[config.mk]
export PLATFORM = sky130hd
export DESIGN_NAME = mem_arbiter
export DESIGN_NICKNAME = d
export VERILOG_FILES = /design/src/rtl/mem_arb_pkg.sv /design/src/rtl/rr_pick2.sv /design/src/rtl/mem_arbiter.sv
export SDC_FILE = /design/constraint.sdc
export NUM_CORES = 1
export LEC_CHECK = 0
export CAP_MARGIN = 20
export CORE_MARGIN = 5
export CORE_UTILIZATION = 42
export CTS_BUF_LIST = sky130_fd_sc_hd__clkbuf_8
export DETAILED_ROUTE_END_ITERATION = 8
export HOLD_SLACK_MARGIN = 0.1
export PLACE_DENSITY = 0.88
export SETUP_SLACK_MARGIN = 0.5
export SLEW_MARGIN = 20
export SYNTH_ARGS = -nofsm -noshare
export SYNTH_HDL_FRONTEND = slang
export SYNTH_SLANG_ARGS = --single-unit
[constraint.sdc]
create_clock -name CLK -period 5.85 [get_ports CLK]
set_input_delay 1.755 -clock CLK [delete_from_list [all_inputs] [get_ports CLK]]
set_output_delay 1.755 -clock CLK [all_outputs]
set_load 0.03 [all_outputs]
[src/rtl/mem_arb_pkg.sv]
// Shared definitions for the two-port data-memory arbiter.
//   - default address / data widths used by mem_arbiter
//   - arbiter FSM state enumeration
package mem_arb_pkg;

    localparam int DEF_ADDR_W = 32;
    localparam int DEF_DATA_W = 32;

    typedef enum logic [1:0] {
        IDLE   = 2'd0,
        ACCESS = 2'd1,
        RESP   = 2'd2
    } arb_state_e;

endpackage

[src/rtl/rr_pick2.sv]
// Two-way round-robin choice (purely combinational).
// Ports:
//   req0, req1 : requests from port 0 / port 1
//   last_gnt   : port granted most recently (0 or 1)
//   gnt_vld    : at least one request is present
//   gnt_sel    : chosen port (0 or 1), meaningful when gnt_vld is high
module rr_pick2 (
    input  logic req0,
    input  logic req1,
    input  logic last_gnt,
    output logic gnt_vld,
    output logic gnt_sel
);

    always_comb begin
        gnt_vld = req0 | req1;
        // A lone request wins outright; a tie goes to the port not served last.
        if (req0 && req1) begin
            gnt_sel = ~last_gnt;
        end else begin
            gnt_sel = req1;
        end
    end

endmodule

[src/rtl/mem_arbiter.sv]
// Arbiter sharing one data memory between the pipeline MEM stage (port 0)
// and a loader/debug port (port 1). Each access takes IDLE -> ACCESS -> RESP.
// Ports:
//   CLK, RST                   : clock, asynchronous active-high reset
//   req/we/addr/wdata{0,1}     : per-port request, write enable and operands
//   ack0, ack1                 : one-cycle completion pulse per port
//   rdata                      : last read result, held across writes
//   stall0                     : pipeline hold, req0 and no ack0 yet
//   mem_addr/mem_wdata         : latched operands driven to the memory
//   mem_read/mem_write         : memory strobes, high only in ACCESS
//   mem_rdata                  : memory read data, valid the cycle after mem_read
//   busy                       : FSM is not in IDLE
module mem_arbiter
    import mem_arb_pkg::*;
#(
    parameter int ADDR_W = DEF_ADDR_W,
    parameter int DATA_W = DEF_DATA_W
) (
    input  logic              CLK,
    input  logic              RST,
    input  logic              req0,
    input  logic              we0,
    input  logic [ADDR_W-1:0] addr0,
    input  logic [DATA_W-1:0] wdata0,
    input  logic              req1,
    input  logic              we1,
    input  logic [ADDR_W-1:0] addr1,
    input  logic [DATA_W-1:0] wdata1,
    output logic              ack0,
    output logic              ack1,
    output logic [DATA_W-1:0] rdata,
    output logic              stall0,
    output logic [ADDR_W-1:0] mem_addr,
    output logic [DATA_W-1:0] mem_wdata,
    output logic              mem_read,
    output logic              mem_write,
    input  logic [DATA_W-1:0] mem_rdata,
    output logic              busy
);

    arb_state_e        state_q, state_d;
    logic              last_q, last_d;     // port granted most recently
    logic              gnt_q, gnt_d;       // port owning the current access
    logic              we_q, we_d;
    logic [ADDR_W-1:0] addr_q, addr_d;
    logic [DATA_W-1:0] wdata_q, wdata_d;
    logic [DATA_W-1:0] rdata_q, rdata_d;
    logic              mem_read_q, mem_read_d;
    logic              mem_write_q, mem_write_d;
    logic              ack0_q, ack0_d;
    logic              ack1_q, ack1_d;
    logic              busy_q, busy_d;

    logic pick_vld;
    logic pick_sel;

    rr_pick2 u_pick (
        .req0     (req0),
        .req1     (req1),
        .last_gnt (last_q),
        .gnt_vld  (pick_vld),
        .gnt_sel  (pick_sel)
    );

    always_comb begin
        state_d = state_q;
        last_d  = last_q;
        gnt_d   = gnt_q;
        we_d    = we_q;
        addr_d  = addr_q;
        wdata_d = wdata_q;
        rdata_d = rdata_q;

        case (state_q)
            IDLE: begin
                if (pick_vld) begin
                    state_d = ACCESS;
                    gnt_d   = pick_sel;
                    last_d  = pick_sel;
                    we_d    = pick_sel ? we1    : we0;
                    addr_d  = pick_sel ? addr1  : addr0;
                    wdata_d = pick_sel ? wdata1 : wdata0;
                end
            end
            ACCESS: begin
                state_d = RESP;
            end
            RESP: begin
                // Memory output reflects the read issued in ACCESS.
                if (!we_q) begin
                    rdata_d = mem_rdata;
                end
                state_d = IDLE;
            end
            default: begin
                state_d = IDLE;
            end
        endcase

        // Outputs are registered: decode them from the state being entered.
        mem_read_d  = (state_d == ACCESS) && !we_d;
        mem_write_d = (state_d == ACCESS) &&  we_d;
        ack0_d      = (state_d == RESP)   && !gnt_d;
        ack1_d      = (state_d == RESP)   &&  gnt_d;
        busy_d      = (state_d != IDLE);
    end

    always_ff @(posedge CLK or posedge RST) begin
        if (RST) begin
            state_q     <= IDLE;
            last_q      <= 1'b1;   // "port 1 served last" makes a tie favour port 0
            gnt_q       <= 1'b0;
            we_q        <= 1'b0;
            addr_q      <= '0;
            wdata_q     <= '0;
            rdata_q     <= '0;
            mem_read_q  <= 1'b0;
            mem_write_q <= 1'b0;
            ack0_q      <= 1'b0;
            ack1_q      <= 1'b0;
            busy_q      <= 1'b0;
        end else begin
            state_q     <= state_d;
            last_q      <= last_d;
            gnt_q       <= gnt_d;
            we_q        <= we_d;
            addr_q      <= addr_d;
            wdata_q     <= wdata_d;
            rdata_q     <= rdata_d;
            mem_read_q  <= mem_read_d;
            mem_write_q <= mem_write_d;
            ack0_q      <= ack0_d;
            ack1_q      <= ack1_d;
            busy_q      <= busy_d;
        end
    end

    assign ack0      = ack0_q;
    assign ack1      = ack1_q;
    assign rdata     = rdata_q;
    assign stall0    = req0 & ~ack0_q;
    assign mem_addr  = addr_q;
    assign mem_wdata = wdata_q;
    assign mem_read  = mem_read_q;
    assign mem_write = mem_write_q;
    assign busy      = busy_q;

endmodule

==> results of run 1 <==
-- worst max-delay path by stage --
stage | start | to | slack (ns) | cells after the start
after floorplan | RST | ack0 | 1.31 | 1
after global placement | req0 | stall0 | 0.93 | 3
after detailed placement | req0 | stall0 | 0.93 | 3
after CTS | req0 | stall0 | 0.91 | 3
after global routing | req0 | stall0 | 0.86 | 3
final | req0 | stall0 | 0.92 | 3
-- cell usage in the layout, fill, tap and decap left out, types with 2 or more instances in the layout --
master,n
a21oi_1,67
a31oi_1,65
and2_1,2
buf_4,6
clkbuf_8,9
clkdlybuf4s50_1,267
dfrtp_1,105
inv_6,3
mux2_1,2
mux2_2,30
nand2_1,129
nor2_1,2
-- stage by stage --
stage / hold slack, ns / total power, uW / instances
2_1_floorplan: 0.418 / 2720 / 454
3_3_place_gp: 0.439 / 3660 / 829
3_5_place_dp: 0.452 / 3740 / 829
4_1_cts: 0.464 / 4230 / 845
5_1_grt: 0.479 / 4430 / 845
6_report: 0.458 / 4200 / 845
-- worst reg2reg max path, cell delays in order (launching register included) --
cell and delay [ns]:
dfstp_2 0.61, a21bo_2 0.60, buf_4 0.45, mux2i_1 0.34, a21oi_1 0.12
-- layout make-up --
type	instances	area (um^2)	share of cell area
timing repair buffer	273	2720	0.363
sequential	106	2650	0.354
multi-input combinational	307	1710	0.228
tap	140	175	0.0234
clock buffer	9	124	0.0165
clock inverter	7	92.6	0.0124
inverter	3	15.0	0.00201
-- sequential cells by signal (all words and copies together) (netlist names), 2 cells and up --
register	flops
rdata	32
state_q	2
mem_wdata	32
mem_addr	32
-- power groups by stage --
stage / clock (uW) / sequential, uW / combinational (uW)
2_1_floorplan: 0 / 1990 / 725
3_3_place_gp: 0 / 1310 / 2350
3_5_place_dp: 0 / 1340 / 2400
4_1_cts: 496 / 1330 / 2400
5_1_grt: 521 / 1370 / 2530
6_report: 484 / 1330 / 2390
-- kinds of logic (layout without fill, tap and decap cells) --
| group | count (synthesis) | after routing |
|---|---|---|
| simple gates | 139 | 139 |
| flops | 106 | 106 |
| buf+inv | 41 | 292 |
| mux | 33 | 33 |
| compound gates | 135 | 135 |
-- routing by layer --
layer | part of all wire | vias up | GRT usage
met5 | 0 | - | 0
met4 | 0.035 | 0 | 0.0903
met3 | 0.098 | 43 | 0.0666
met2 | 0.50 | 259 | 0.406
met1 | 0.36 | 2158 | 0.258
li1 | - | 2071 | -
==> impl_metrics.tcl, run 1 <==
set metrics [dict create \
    clock_path_buffers 2 \
    dp_hpwl_mm 11.5 \
    cts-hold-fix-buffers 0 \
    ff2ff_path_depth 4 \
    async_reset_ff_frac 1.00 \
    fin_util 0.697 \
    die_w_um 114 \
    setup_viol 0 \
    min_period_ns 4.93 \
    worstPathRequired_ns 4.09 \
    p_sw_uw 1890 \
    antennaDiodeCount 0 \
    post-place-ws_ns 0.925 \
    die_h_um 114 \
    drt_first_pass_iters 5 \
    pwr-share-comb 0.569 \
    first_global_vias 4670 \
    coreArea_um2 10700 \
    rr_startpoint "last_q" \
    hp-start "gnt_q" \
    clkSlewWorstSetupHoldPaths_ns 0.11 \
    first_iter_violations 288 \
    via_per_inst 5.36 \
    dieArea_um2 13100 \
    place_area_um2 7270 \
    drcViolationCount 0 \
    io_buffers 267 \
    yosys.area_share.adder 0 \
    vias 4531 \
    crit_family "buffers and inverters" \
    start_util 0.427 \
    synth_xor_area_frac 0 \
    critical_path_class "input pin to primary output" \
    critPathCaptureType "primary output" \
    hold_class "flip-flop to flip-flop" \
    clkPwrFrac 0.115 \
    hold_violations 0 \
    synth_top_family_by_area "compound AO/OA/AOI/OAI gates" \
    synth_cells 454 \
    cp_common_cell "clkdlybuf4s50_1" \
    ir_drop_mv 0.299 \
    slew_headroom 0.386 \
    num-fill-cells 809 \
    path_buf_inv 2 \
    synth_top_cells_by_count "nand2_1, dfrtp_1, a21oi_1, a31oi_1, mux2_2" \
    cts_buffers 9 \
    max_freq_mhz 203 \
    clock_latency_ns 0.36 \
    drv_slew 0 \
    num_rows 38 \
    grt_use_total 0.229 \
    fin_crit_sh 0.843 \
    fin_nets 866 \
    cts_setup_buffers 0 \
    syn_to_final_growth_pct 63.4 \
    p_seq_frac 0.316 \
    layout_setup_ws_ns 0.921 \
    cts_tree "yes" \
    cpPeakStageDelay_ns 0.68 \
    ant_nets 0 \
    avgSynthCellArea_um2 10.1 \
    drv_cap 0 \
    synth_area_leader_cell "dfrtp_1" \
    netlist_area_um2 4580 \
    synth_compound_area_frac 0.168 \
    ys_types 25 \
    gp_congestion 0.874 \
    start_kind "input pin" \
    cts_resized 0 \
    r2r_end "we_q" \
    cts_sinks 106 \
    grt_max_degree 72 \
    grt_pass1_wl_mm 23.7 \
    synth_area_leaders "dfrtp_1, nand2_1, a31oi_1" \
    status "complete, no violations" \
    synth_flop_cell "dfrtp_1" \
    fin_worst_skew_ns 0.0121 \
    drive_gt1_frac 0.0865 \
    cp_slowest_cell "clkdlybuf4s50_1" \
    synthSimpleGateAreaFrac 0.120 \
    powerDensity_nw_per_um2 561 \
    critPathArrivalTime_ns 3.17 \
    synth_edf_count 0 \
    rrSetupSlack_ns 3.57 \
    ys_seq_area_frac 0.579 \
    cts_root_buffer "clkbuf_8" \
    fin_tns_setup_ns 0 \
    p_int_uw 2310 \
    overflow 0 \
    grt_setup_unrepaired "false" \
    ys_seq_elements 106 \
    leakage_uw 0.00307 \
    ios 268 \
    hold-path-cell-count 1 \
    worstMarginPinSlew_ns 0.922 \
    yosysMostFrequentCell "nand2_1" \
    cts_max_level 3 \
    crit_fanout 5 \
    muxShareOfSynthArea 0.0808 \
    syn-num-nets 620 \
    drt_wl_total_mm 15.6 \
    design_area_um2 7490 \
    antenna_found_initial 0 \
    worstHoldEndpoint "ack0" \
    yosys_warnings 0 \
    crit_chain "clkdlybuf4s50_1 -> nor2b_1 -> clkdlybuf4s50_1" \
    switching_share 0.449 \
    routedWlPerCell_um 18.5 \
    synth.top_cell.area_share 0.573 \
]
(Power assumes the default switching activity.)
==> run 2, diff against run 1 <==
--- a/config.mk
+++ b/config.mk
@@ -7,11 +7,11 @@
 export LEC_CHECK = 0
 export CAP_MARGIN = 20
 export CORE_MARGIN = 5
-export CORE_UTILIZATION = 42
+export CORE_UTILIZATION = 39
 export CTS_BUF_LIST = sky130_fd_sc_hd__clkbuf_8
 export DETAILED_ROUTE_END_ITERATION = 8
 export HOLD_SLACK_MARGIN = 0.1
-export PLACE_DENSITY = 0.88
+export PLACE_DENSITY = 0.83
 export SETUP_SLACK_MARGIN = 0.5
 export SLEW_MARGIN = 20
 export SYNTH_ARGS = -nofsm -noshare
==> constraint.sdc (replaced) <==
create_clock -name CLK -period 5 [get_ports CLK]
set_input_delay 1.5 -clock CLK [delete_from_list [all_inputs] [get_ports CLK]]
set_output_delay 1.5 -clock CLK [all_outputs]
set_load 0.03 [all_outputs]
==> run 2 against run 1 <==
Effect of this change:
- combinational power grew 17%
- final cell count increased by 0.36%
- global-route usage is 1.3 points lower
==> impl_metrics.tcl, run 2 (same netlist as run 1, synthesis figures left out) <==
set metrics [dict create \
    overflow 0 \
    r2r_end "mem_wdata[29]" \
    antennaDiodeCount 0 \
    cts_buffers 9 \
    cts_setup_buffers 0 \
    grt_pass1_wl_mm 24.7 \
    hold_class "flip-flop to flip-flop" \
    cts_resized 0 \
    min_period_ns 4.41 \
    clock_latency_ns 0.36 \
    ant_nets 0 \
    cts_sinks 106 \
    critPathArrivalTime_ns 2.91 \
    antenna_found_initial 0 \
    first_global_vias 4709 \
    worstMarginPinSlew_ns 0.934 \
    rr_startpoint "last_q" \
    slew_headroom 0.377 \
    mostFrequentLayoutCells "clkdlybuf4s50_1, nand2_1, dfrtp_1" \
    ios 268 \
    critical_path_class "input pin to primary output" \
    p_total_uw 4900 \
    p_int_uw 2700 \
    drv_cap 0 \
    routedWlPerCell_um 18.3 \
    first_iter_violations 269 \
    crit_fanout 5 \
    clock_path_buffers 2 \
    rrSetupSlack_ns 2.89 \
    die_h_um 118 \
    fin_util 0.653 \
    grt_use_total 0.216 \
    clkPwrFrac 0.114 \
    drcViolationCount 0 \
    start_kind "input pin" \
    hold-path-cell-count 1 \
    cts-hold-fix-buffers 0 \
    ir_drop_mv 0.429 \
    design_area_um2 7480 \
    pwr-share-comb 0.572 \
    fin_crit_sh 0.881 \
    stdcell_count 848 \
    hp-start "gnt_q" \
    worstPathRequired_ns 3.50 \
    clkSlewWorstSetupHoldPaths_ns 0.11 \
    grt_setup_unrepaired "false" \
    num-fill-cells 894 \
    place_area_um2 7270 \
    fin_worst_skew_ns 0.00556 \
    drive_gt1_frac 0.0865 \
    via_per_inst 5.28 \
    worstHoldEndpoint "ack0" \
    die_w_um 118 \
    powerDensity_nw_per_um2 654 \
    fin_tns_setup_ns 0 \
    drt_wl_total_mm 15.5 \
    grt_max_degree 86 \
    p_sw_uw 2190 \
    leakage_uw 0.00307 \
    dieArea_um2 14000 \
    dp_hpwl_mm 11.2 \
    final_common_cell "clkdlybuf4s50_1" \
    cts_root_buffer "clkbuf_8" \
    max_freq_mhz 227 \
    status "complete, no violations" \
    drt_first_pass_iters 4 \
    critPathCaptureType "primary output" \
    drv_slew 0 \
    placed_cells 832 \
    p_seq_frac 0.314 \
    ff2ff_path_depth 4 \
    cts_max_level 3 \
    multi_input_area_um2 1710 \
    start_util 0.400 \
    gp_congestion 0.789 \
    fin_nets 866 \
    hold_violations 0 \
    syn_to_final_growth_pct 63.3 \
    switching_share 0.448 \
    coreArea_um2 11500 \
    vias 4479 \
    setup_viol 0 \
    io_buffers 267 \
    area.sequential_um2 2650 \
    num_rows 39 \
    cts_tree "yes" \
]
==> run 2: changes by cell type in the layout (fill, tap and decap cells not counted) <==
cell	before	now
clkinv_4	1	0
inv_6	3	4
inv_8	1	2
inv_4	1	0
clkinv_8	1	0
clkinv_2	1	2
==> run 2: layout make-up <==
type | instances | share of cell area
Timing Repair Buffer | 273 | 0.363
Sequential cell | 106 | 0.355
Clock buffer | 9 | 0.0165
Multi-Input combinational cell | 307 | 0.228
Tap cell | 143 | 0.0239
Clock inverter | 7 | 0.0112
Inverter | 3 | 0.00234
==> run 2: through the flow <==
step	setup slack, ns	hold slack, ns
floorplan	0.713	0.418
global placement	0.589	0.436
detailed placement	0.590	0.431
CTS	0.594	0.451
global route	0.530	0.474
finish	0.593	0.444
==> run 2: power groups by stage <==
stage	sequential [uW]	combinational [uW]	clock, uW
after CTS	1540	2820	575
after global placement	1520	2770	0
after global routing	1600	2980	609
after floorplan	2330	848	0
final	1540	2800	557
after detailed placement	1550	2820	0
==> run 2: worst max-delay path by stage <==
stage                     from      to  slack (ns)  cells past startpoint
after floorplan            RST    ack0        0.71                      1
after global placement    req0  stall0        0.59                      3
after detailed placement  req0  stall0        0.59                      3
after CTS                 req0  stall0        0.59                      3
after global routing      req0  stall0        0.53                      3
final                     req0  stall0        0.59                      3
==> run 2: worst max-delay path: stages <==
cell and delay, ns:
clkdlybuf4s50_1 0.57, nor2b_1 0.16, clkdlybuf4s50_1 0.67
==> run 2: per-layer routing <==
metal / vias up / track usage / part of all wire
li1: 2071 / - / -
met1: 2145 / 0.256 / 0.39
met2: 233 / 0.365 / 0.49
met3: 30 / 0.0726 / 0.096
met4: 0 / 0.0815 / 0.029
met5: - / 0 / 0
